==> src/rtl/uart_pkg.sv <==
// Shared UART types and helpers used by the TX frame path and the RX side.
//   uart_state_t : frame FSM states (BREAK only reachable with UART_TX_BREAK_EN)
//   par_mode_t   : parity selection; the raw 2'b11 encoding is folded to PAR_NONE
//   cnt_w()      : register width needed to count 0..n-1 (never less than 1)
package uart_pkg;

  typedef enum logic [2:0] {
    IDLE   = 3'd0,
    START  = 3'd1,
    DATA   = 3'd2,
    PARITY = 3'd3,
    STOP   = 3'd4,
    BREAK  = 3'd5
  } uart_state_t;

  typedef enum logic [1:0] {
    PAR_NONE = 2'b00,
    PAR_EVEN = 2'b01,
    PAR_ODD  = 2'b10
  } par_mode_t;

  function automatic int cnt_w(input int n);
    return (n <= 2) ? 1 : $clog2(n);
  endfunction

endpackage

==> src/rtl/uart_baud_cnt.sv <==
// Bit-period counter: counts 0..CLKS_PER_BIT-1 and wraps, pulsing wrap for one
// clock on the last count of each bit period.
//   clk, reset : clock, synchronous active-high reset
//   clr        : hold the counter at 0 (next period starts fresh when released)
//   wrap       : last clock of the current bit period
module uart_baud_cnt
  import uart_pkg::*;
#(
  parameter int CLKS_PER_BIT = 16
) (
  input  logic clk,
  input  logic reset,
  input  logic clr,
  output logic wrap
);

  localparam int CW = cnt_w(CLKS_PER_BIT);
  localparam logic [CW-1:0] LAST = CW'(CLKS_PER_BIT - 1);

  logic [CW-1:0] cnt;

  // With CLKS_PER_BIT=1 LAST is 0, so wrap fires every enabled clock.
  assign wrap = !clr && (cnt == LAST);

  always_ff @(posedge clk) begin
    if (reset || clr) cnt <= '0;
    else if (wrap)    cnt <= '0;
    else              cnt <= cnt + 1'b1;
  end

endmodule

==> src/rtl/uart_tx_frame.sv <==
// UART transmitter: one DATA_W-bit word per valid/ready handshake, sent as
// start + data (LSB first) + optional parity + 1 or 2 stop bits, each bit
// CLKS_PER_BIT clocks long. Frame options are latched with the word.
//   clk, reset : clock, synchronous active-high reset
//   tx_valid/tx_ready : word handshake; tx_data, par_mode, stop2, tx_err ride with it
//   brk        : (UART_TX_BREAK_EN only) hold line low while high, then 2-bit mark
//   tx         : serial line, idle high, registered
//   busy       : any state other than IDLE
// Optional feature macro: UART_TX_BREAK_EN.
module uart_tx_frame
  import uart_pkg::*;
#(
  parameter int DATA_W       = 8,
  parameter int CLKS_PER_BIT = 16
) (
  input  logic              clk,
  input  logic              reset,
  input  logic              tx_valid,
  input  logic [DATA_W-1:0] tx_data,
  input  logic [1:0]        par_mode,
  input  logic              stop2,
  input  logic              tx_err,
`ifdef UART_TX_BREAK_EN
  input  logic              brk,
`endif
  output logic              tx_ready,
  output logic              tx,
  output logic              busy
);

  localparam int BW = cnt_w(DATA_W);
  localparam logic [BW-1:0] LAST_BIT = BW'(DATA_W - 1);

  uart_state_t       state, state_d;
  logic [BW-1:0]     bit_cnt, bit_cnt_d;
  logic [DATA_W-1:0] data_q;
  par_mode_t         par_q;
  logic              stop2_q, err_q;
  logic              tx_d, wrap, accept, has_par, par_bit;

  // Counter is parked at 0 whenever no bit period is running, so the first
  // period after leaving IDLE/BREAK is a full CLKS_PER_BIT long.
  uart_baud_cnt #(.CLKS_PER_BIT(CLKS_PER_BIT)) u_baud (
    .clk   (clk),
    .reset (reset),
    .clr   ((state == IDLE) || (state == BREAK)),
    .wrap  (wrap)
  );

`ifdef UART_TX_BREAK_EN
  assign tx_ready = (state == IDLE) && !brk;
`else
  assign tx_ready = (state == IDLE);
`endif
  assign accept  = tx_valid && tx_ready;
  assign busy    = (state != IDLE);
  assign has_par = (par_q == PAR_EVEN) || (par_q == PAR_ODD);
  // Parity of the data word equals the XOR of every bit shifted out.
  assign par_bit = ((par_q == PAR_ODD) ? ~^data_q : ^data_q) ^ err_q;

  always_comb begin
    state_d   = state;
    bit_cnt_d = bit_cnt;
    case (state)
      IDLE: begin
`ifdef UART_TX_BREAK_EN
        if (brk) state_d = BREAK;
        else
`endif
        if (tx_valid) begin
          state_d   = START;
          bit_cnt_d = '0;
        end
      end
      START: if (wrap) begin
        state_d   = DATA;
        bit_cnt_d = '0;
      end
      DATA: if (wrap) begin
        if (bit_cnt == LAST_BIT) begin
          state_d   = has_par ? PARITY : STOP;
          bit_cnt_d = '0;
        end else begin
          bit_cnt_d = bit_cnt + 1'b1;
        end
      end
      PARITY: if (wrap) begin
        state_d   = STOP;
        bit_cnt_d = '0;
      end
      // bit_cnt counts stop bits here: 0 only, or 0 then 1 when stop2.
      STOP: if (wrap) begin
        if (stop2_q && (bit_cnt == '0)) begin
          bit_cnt_d = BW'(1);
        end else begin
          state_d   = IDLE;
          bit_cnt_d = '0;
        end
      end
`ifdef UART_TX_BREAK_EN
      // Mark-after-break reuses STOP with two stop bits forced.
      BREAK: if (!brk) begin
        state_d   = STOP;
        bit_cnt_d = '0;
      end
`endif
      default: begin
        state_d   = IDLE;
        bit_cnt_d = '0;
      end
    endcase
  end

  // Line level follows the state being entered so tx stays a clean register.
  always_comb begin
    tx_d = 1'b1;
    case (state_d)
      START:  tx_d = 1'b0;
      DATA:   tx_d = data_q[bit_cnt_d];
      PARITY: tx_d = par_bit;
      BREAK:  tx_d = 1'b0;
      default: tx_d = 1'b1;
    endcase
  end

  always_ff @(posedge clk) begin
    if (reset) begin
      state   <= IDLE;
      bit_cnt <= '0;
      tx      <= 1'b1;
      data_q  <= '0;
      par_q   <= PAR_NONE;
      stop2_q <= 1'b0;
      err_q   <= 1'b0;
    end else begin
      state   <= state_d;
      bit_cnt <= bit_cnt_d;
      tx      <= tx_d;
      if (accept) begin
        data_q  <= tx_data;
        par_q   <= (par_mode == 2'b11) ? PAR_NONE : par_mode_t'(par_mode);
        stop2_q <= stop2;
        err_q   <= tx_err;
      end
`ifdef UART_TX_BREAK_EN
      if ((state == BREAK) && !brk) stop2_q <= 1'b1;
`endif
    end
  end

endmodule
==> config.mk <==
export PLATFORM = sky130hd
export DESIGN_NAME = uart_tx_frame
export DESIGN_NICKNAME = d
export VERILOG_FILES = /design/src/rtl/uart_pkg.sv /design/src/rtl/uart_baud_cnt.sv /design/src/rtl/uart_tx_frame.sv
export SDC_FILE = /design/constraint.sdc
export NUM_CORES = 1
export LEC_CHECK = 0
export CAP_MARGIN = 20
export CORE_UTILIZATION = 58
export DETAILED_ROUTE_END_ITERATION = 8
export PLACE_DENSITY = 0.84
export SYNTH_ARGS = -nofsm -noshare
export SYNTH_HDL_FRONTEND = slang
export SYNTH_SLANG_ARGS = --single-unit
==> constraint.sdc <==
create_clock -name clk -period 6.01 [get_ports clk]
set_clock_uncertainty 0.05 [all_clocks]
set_input_delay 1.5025 -clock clk [delete_from_list [all_inputs] [get_ports clk]]
set_output_delay 1.5025 -clock clk [all_outputs]
set_load 0.05 [all_outputs]
==> impl_metrics.ini, run 1 <==
[setup_path]
cp_max_fo = 13
crit_arrival_ns = 2.26
reg2reg_slack_ns = 3.51
startpoint_type = register
r2r-start = state[1]
cp-startpoint = state[0]
worstSetupPathType = register to primary output
worst-endpoint-required_ns = 4.46
path_delay_family = buffers and inverters
path_cells = nor3_1, clkdlybuf4s50_1
slowest_stage = clkdlybuf4s50_1
crit_path_max_incr_delay_ns = 0.92
end_kind = primary output
cp_num_buf_inv = 1

[cells_and_area]
multi_input_area_um2 = 817
fin_area_um2 = 1530
area_delta_synth_final_pct = 14.4
finalNetCount = 196
antenna_cells = 0
fill_cells = 174
seqCellArea_um2 = 460
layout-drive-gt1-share_pct = 6.29
final_core_utilization_pct = 69.9
final_cells = 203

[timing]
fmax_mhz = 262
rsz0062_at_grt = false
period_needed_ns = 3.82
holdWs_ns = 0.407
slew_headroom_pct = 56.4
period_share_pct = 63.5
drv_slew = 0
finalHoldViolCount = 0
worst_pin_slew_ns = 0.652
fin_tns_setup_ns = 0
setup_violations = 0

[placed_design]
gp_congestion = 0.918
port_buffers = 17
postPlaceCellArea_um2 = 1510
hpwlAfterDp_um = 2250
dp_cells = 199

[synthesis]
yosys_warnings = 0
seq_area_frac_synth_pct = 34.4
ys_ff_latch = 23
synth_top_cells_by_area = dfxtp_1, nand2_1, a21oi_1
syn_area_per_cell_um2 = 8.21
yosys.area.top_type = dfxtp_1
async_flop_share_pct = 0
synth_fp_nets = 183
yosysUniqueCellTypes = 44
synthCells = 163
syn_area_um2 = 1340
yosys.area.top_type_share_pct = 34.4
synth_edf_count = 0
ys_dominant_reg_cell = dfxtp_1

[grt]
grt_remaining_overflow = 0
grt_max_degree = 18
antenna_found_initial = 0
grt_pass1_wl_um = 4940
grt_pass1_vias = 1105
grt_use_total_pct = 25.8

[power]
swShare_pct = 27.1
p_int_uw = 212
cellLeakagePower_uw = 0.000599
pwr_density_cell_nw_per_um2 = 190
p_switching_uw = 78.9
power_frac_comb_pct = 18.7
vdd_drop_max_v = 0.000203
clkPwrFrac_pct = 24.6
seqPwrFrac_pct = 56.7

[status]
status = finished, final reports clean

[clock_network]
cts_setup_buffers = 0
insertion_delay_ns = 0.31
cts_resized = 0
cts_buffer_depth = 2
cts_sinks = 23
cts_buffers = 3
holdBufCountCts = 0
htreeDepth = 1
cts.reportedPaths.clkPinSlew_ns = 0.13
clock-root-buffer = clkbuf_4
cts_tree = yes

[floorplanning]
core_um2 = 2190
die_h_um = 50.0
ioPinCount = 18
die_w_um = 50.0
initial_core_util_pct = 61.1
placementRows = 17
die_area_um2 = 2500

[routing]
drc_errors = 0
routedWlPerCell_um = 14.6
dr.pass1.iters = 4
vias = 1250
ant_nets = 0
drt-vias-per-instance = 6.16
drt_wl_total_um = 2970
drt_iter0_drc = 60

[worst_hold_path]
hp-start = u_baud.cnt[0]
hp-class = register to register

[job]
max_cap_viol_count = 0
==> power by group through the flow <==
stage          registers, uW  clock network (uW)  logic [uW]
2_1_floorplan            167                   0        36.6
3_3_place_gp             168                   0        53.2
3_5_place_dp             168                   0        54.1
4_1_cts                  165                71.3        54.4
5_1_grt                  166                76.8        59.6
6_report                 165                71.7        54.4
==> synthesized netlist by cell type, drive strengths merged, types with 4 or more instances <==
master	n
inv	6
nor2	14
nand2	23
nor3	4
dfxtp	23
ha	5
xnor2	8
buf	4
o21ai	4
nand4	5
nor3b	4
o211ai	5
clkbuf	5
a21oi	15
==> sequential cells by signal (all words and copies together), names as in the netlist <==
| signal | flops |
|---|---|
| data_q | 8 |
| u_baud.cnt | 4 |
| bit_cnt | 3 |
| state | 3 |
| par_q | 2 |
| err_q | 1 |
| stop2_q | 1 |
| tx | 1 |
==> final cells by class <==
cell class	instances	share of cell area, %
repair buffers	17	11.1
flip-flops and latches	23	30.1
multi-input cells	125	53.3
well taps	28	2.29
inverters	6	1.47
clock buffers	4	1.72
==> placed cells by master, fill, tap and decap left out, types with 2 or more instances in the layout <==
cell,n
nor2_1,14
a211oi_1,2
a21oi_1,15
o211ai_1,4
ha_1,5
a21o_1,3
clkdlybuf4s50_1,17
nand4_1,5
nor3_1,4
o21ai_0,4
xor2_1,2
o211a_1,2
xnor2_1,8
and4_1,2
nand2b_1,2
dfxtp_1,23
nand3_1,3
inv_1,6
nor3b_1,3
or2_2,2
clkbuf_4,3
nand2_1,23
==> kinds of logic after synthesis <==
kind of cell	share of synthesized area (%)
adders and majority gates	4.67
and+or+nand+nor	23.9
xor gates and xnor gates	8.22
AOI/OAI and AO/OA	24.2
buffers and inverters	4.58
DFF	34.4
==> per-stage QoR <==
step           total power, uW  setup slack, ns
3_3_place_gp               221             2.17
5_1_grt                    302             2.14
2_1_floorplan              204             2.27
6_report                   291             2.19
4_1_cts                    290             2.26
3_5_place_dp               222             2.10
==> routing by layer <==
metal	share of wire [%]	global-route usage (%)	up-vias
met3	6.3	3.40	8
li1	-	-	608
met4	1.9	13.3	0
met5	0	0	-
met2	48	42.2	59
met1	43	32.5	575
==> path summary, 6_finish.rpt <==
kind / end / cells past startpoint
max: tx_ready / 2
min: u_baud.cnt[0] / 1
max reg2reg: tx / 6
min reg2reg: u_baud.cnt[0] / 1
No activity file was read; power rests on OpenSTA's default activity.
==> run 2: changes to the inputs <==
--- a/config.mk
+++ b/config.mk
@@ -6,9 +6,9 @@
 export NUM_CORES = 1
 export LEC_CHECK = 0
 export CAP_MARGIN = 20
-export CORE_UTILIZATION = 58
+export CORE_UTILIZATION = 54
 export DETAILED_ROUTE_END_ITERATION = 8
-export PLACE_DENSITY = 0.84
+export PLACE_DENSITY = 0.79
 export SYNTH_ARGS = -nofsm -noshare
 export SYNTH_HDL_FRONTEND = slang
 export SYNTH_SLANG_ARGS = --single-unit
==> constraint.sdc (replaced) <==
create_clock -name clk -period 3.75 [get_ports clk]
set_clock_uncertainty 0.05 [all_clocks]
set_input_delay 0.9375 -clock clk [delete_from_list [all_inputs] [get_ports clk]]
set_output_delay 0.9375 -clock clk [all_outputs]
set_load 0.05 [all_outputs]
==> run 2 against run 1 <==
  * Design area grew 0.74%
  * Via count shrank 2.6%
  * Global-route usage shrank 2.0 points
  * Sequential power grew 60%
  * Hold slack gained 0.0062 ns
  * Critical path depth is the same
  * First-iteration DRC count shrank 22%
  * Critical endpoint unchanged
  * Largest power group unchanged
==> impl_metrics.ini, run 2 (same netlist as run 1, synthesis figures left out) <==
[status]
status = finished, final reports clean

[setup_path]
worstSetupPathType = register to primary output
cp_max_fo = 13
crit_arrival_ns = 2.21
end_kind = primary output
worst-endpoint-required_ns = 2.76
startpoint_type = register

[power]
swShare_pct = 28.8
seqPwrFrac_pct = 55.3
cellLeakagePower_uw = 0.000603
pwr_density_cell_nw_per_um2 = 310
vdd_drop_max_v = 0.000283
power_frac_comb_pct = 18.7
p_int_uw = 340
clkPwrFrac_pct = 26.1
p_switching_uw = 138

[timing]
finalHoldViolCount = 0
holdWs_ns = 0.413
period_share_pct = 85.2
period_needed_ns = 3.19
fin_ws_ns = 0.557
worst_pin_slew_ns = 0.676
drv_slew = 0
fmax_mhz = 313
rsz0062_at_grt = false
fin_tns_setup_ns = 0
setup_violations = 0
slew_headroom_pct = 54.8

[cells_and_area]
largest_reg_flops = 8
area_delta_synth_final_pct = 15.2
top_register = data_q
fin_area_um2 = 1540
reg_top3 = data_q: 8 flops, u_baud.cnt: 4 flops
multi_input_area_um2 = 817
antenna_cells = 0
finalNetCount = 197
fill_cells = 200
final_cell_mix = nand2_1, dfxtp_1, clkdlybuf4s50_1
seqCellArea_um2 = 460
layout-drive-gt1-share_pct = 7.39
final_core_utilization_pct = 67.8

[clock_network]
cts_buffers = 3
cts_tree = yes
cts.reportedPaths.clkPinSlew_ns = 0.14
insertion_delay_ns = 0.33
cts_resized = 0
holdBufCountCts = 0
cts_setup_buffers = 0
cts_buffer_depth = 2
htreeDepth = 1
cts_sinks = 23
clock-root-buffer = clkbuf_4

[routing]
ant_nets = 0
dr.pass1.iters = 5
drt_wl_total_um = 2880
routedWlPerCell_um = 14.1
vias = 1218
drt_iter0_drc = 47
drc_errors = 0
drt-vias-per-instance = 5.97

[floorplanning]
placementRows = 17
die_area_um2 = 2680
core_um2 = 2280
die_w_um = 51.8
die_h_um = 51.8
initial_core_util_pct = 58.8
ioPinCount = 18

[worst_hold_path]
hp-class = register to register

[grt]
grt_use_total_pct = 23.8
use_met2_pct = 36.8
antenna_found_initial = 0
busiest_layer = met2
met1_usage_pct = 31.3
grt_max_degree = 18
grt_pass1_vias = 1077
grt_pass1_wl_um = 4710
met3_usage_pct = 5.56
grt_remaining_overflow = 0

[job]
max_cap_viol_count = 0

[placed_design]
hpwlAfterDp_um = 2100
port_buffers = 17
postPlaceCellArea_um2 = 1510
post-place-ws_ns = 0.681
gp_congestion = 0.894
run 2: changes by cell type in the layout (fill, tap and decap cells not counted), sizes merged:
cell and delta:
clkbuf -1, clkinvlp +1, buf +1
run 2: power by group through the flow:
stage               sequential [uW]  clock [uW]  combinational (uW)
detailed placement              269           0                88.1
finish                          264         125                89.2
CTS                             264         129                88.5
global route                    266         136                94.8
floorplan                       268           0                58.6
global placement                269           0                87.1
run 2: final timing paths:
path / cells after the start / start / slack, ns / to
max: 2 / state[0] / 0.56 / tx_ready
min: 1 / u_baud.cnt[0] / 0.41 / u_baud.cnt[0]
max reg2reg: 8 / bit_cnt[0] / 1.27 / tx
min reg2reg: 1 / u_baud.cnt[0] / 0.41 / u_baud.cnt[0]
run 2: worst max-delay path, cell delays in order, from the launching register on:
cell and delay [ns]:
dfxtp_1 0.47, nor3_1 0.50, clkdlybuf4s50_1 0.90
run 2: layout make-up:
cell class                 instances  share of cell area [%]
clock buffer                       3                    1.46
clock inverter                     1                   0.487
inverter                           6                    1.46
multi-input combinational        125                    53.0
sequential                        23                    29.8
tap                               28                    2.27
timing repair buffer              18                    11.5
run 2: metal layers:
metal | routed length (um) | part of all wire [%]
met5 | 0 | 0
met2 | 1260 | 44
met1 | 1320 | 46
met3 | 207 | 7.2
met4 | 100 | 3.5
run 2: metrics by stage:
stage | power (uW) | cells
floorplan | 327 | 163
global placement | 356 | 200
detailed placement | 358 | 200
CTS | 481 | 204
global route | 496 | 204
finish | 478 | 204
==> run 3: changes to the inputs <==
--- a/config.mk
+++ b/config.mk
@@ -6,9 +6,11 @@
 export NUM_CORES = 1
 export LEC_CHECK = 0
 export CAP_MARGIN = 20
-export CORE_UTILIZATION = 54
+export CELL_PAD_IN_SITES_DETAIL_PLACEMENT = 1
+export CELL_PAD_IN_SITES_GLOBAL_PLACEMENT = 2
+export CORE_UTILIZATION = 32
 export DETAILED_ROUTE_END_ITERATION = 8
-export PLACE_DENSITY = 0.79
+export PLACE_DENSITY_LB_ADDON = 0.1
 export SYNTH_ARGS = -nofsm -noshare
 export SYNTH_HDL_FRONTEND = slang
 export SYNTH_SLANG_ARGS = --single-unit
==> run 3 against run 2 <==
  * Routed wire length increased by 22%
  * Die area up 66%
  * Power grew 6.8%
  * Sequential share of layout area shrank 0.80 points
  * Largest power group unchanged
  * Non-clock buffer count stayed put
  * Sequential power barely moved
  * Worst setup slack gained 0.075 ns
==> impl_metrics.ini, run 3 (same netlist as run 1, synthesis figures left out) <==
[routing]
ant_nets = 0
drc_errors = 0
dr.pass1.iters = 4
drt_iter0_drc = 55
drt_wl_total_um = 3520
drt-vias-per-instance = 5.50
routedWlPerCell_um = 15.6
vias = 1244

[cells_and_area]
largest_reg_flops = 8
area_delta_synth_final_pct = 18.4
final_cell_mix = nand2_1, dfxtp_1, clkdlybuf4s50_1
fill_cells = 491
layout-drive-gt1-share_pct = 6.82
antenna_cells = 0
top_register = data_q
finalNetCount = 197
seqCellArea_um2 = 460
reg_top3 = data_q: 8 flops, u_baud.cnt: 4 flops
multi_input_area_um2 = 817

[setup_path]
worst-endpoint-required_ns = 2.76
path_cells = nor3_1, clkdlybuf4s50_1
reg2reg_to = tx
endpoint = tx_ready
worstSetupPathType = register to primary output
crit_path_max_incr_delay_ns = 0.90
r2r-start = bit_cnt[0]
end_kind = primary output
reg2reg_slack_ns = 1.12
slowest_stage = clkdlybuf4s50_1
cp_max_fo = 13
r2r_cells = 8
startpoint_type = register
crit_arrival_ns = 2.13
cp-startpoint = state[0]

[grt]
antenna_found_initial = 0
grt_remaining_overflow = 0
grt_max_degree = 18
grt_pass1_wl_um = 5810
grt_pass1_vias = 1195
grt_use_total_pct = 17.6

[clock_network]
clock-root-buffer = clkbuf_8
cts_resized = 0
insertion_delay_ns = 0.26
cts_setup_buffers = 0
cts_sinks = 23
cts_buffers = 3
cts_tree = yes
holdBufCountCts = 0
cts_buffer_depth = 2
cts.reportedPaths.clkPinSlew_ns = 0.09
htreeDepth = 1

[timing]
fin_tns_setup_ns = 0
slew_headroom_pct = 54.6
worst_pin_slew_ns = 0.678
setup_violations = 0
period_needed_ns = 3.12
drv_slew = 0
fmax_mhz = 321
period_share_pct = 83.2
finalHoldViolCount = 0
rsz0062_at_grt = false

[power]
p_total_uw = 511
pwr_density_cell_nw_per_um2 = 322
vdd_drop_max_v = 0.000165
cellLeakagePower_uw = 0.000611

[placed_design]
hpwlAfterDp_um = 2730
port_buffers = 17
gp_congestion = 0.835

[floorplanning]
die_area_um2 = 4450
die_w_um = 66.7
die_h_um = 66.7
initial_core_util_pct = 33.5
core_um2 = 4000
placementRows = 23
ioPinCount = 18

[job]
max_cap_viol_count = 0

[worst_hold_path]
hp-class = register to register
hold_depth = 1

[status]
status = finished, final reports clean
[run 3: worst min-delay path by stage]
stage,end,from,slack (ns)
after floorplan,u_baud.cnt[0],u_baud.cnt[0],0.37
after detailed placement,u_baud.cnt[0],u_baud.cnt[0],0.40
after global routing,u_baud.cnt[0],u_baud.cnt[0],0.43
after CTS,u_baud.cnt[0],u_baud.cnt[0],0.42
after global placement,u_baud.cnt[0],u_baud.cnt[0],0.39
final,u_baud.cnt[0],u_baud.cnt[0],0.41
[run 3: per-stage QoR]
stage               cell area, um^2  worst slack (ns)  std cells  util (%)  hold slack (ns)
floorplan                      1340             0.579        163         -            0.368
global placement               1540             0.689        222      38.5            0.385
detailed placement             1540             0.626        222      38.5            0.403
CTS                            1590             0.635        226      39.6            0.416
global route                   1590             0.526        226      39.6            0.430
finish                         1590             0.631        226      39.6            0.406
[run 3: critical path: cells and delay by family (launching register included)]
| kind | cells | cell delay, ns |
|---|---|---|
| AND/OR/NAND/NOR | 1 | 0.51 |
| buffers and inverters | 1 | 0.90 |
| flip-flops | 1 | 0.45 |
[run 3: area by class of cell]
cell class	instances	share of cell area (%)
clock buffers	4	2.84
multi-input cells	125	51.5
well taps	50	3.95
flip-flops and latches	23	29.0
repair buffers	18	11.2
inverters	6	1.42
[run 3: metal layers]
metal / track usage (%) / part of all wire (%)
met2: 32.2 / 50
met1: 22.0 / 46
met5: 0 / 0
met3: 1.71 / 4.1
met4: 3.46 / 0.54
[run 3: report_power, final]
group	total [uW]	leakage, uW	internal (uW)	switching (uW)
Combinational	90.7	0.000401	45.7	45.0
Sequential	264	0.000188	254	10.4
Clock	156	0.0000228	75.7	80.3
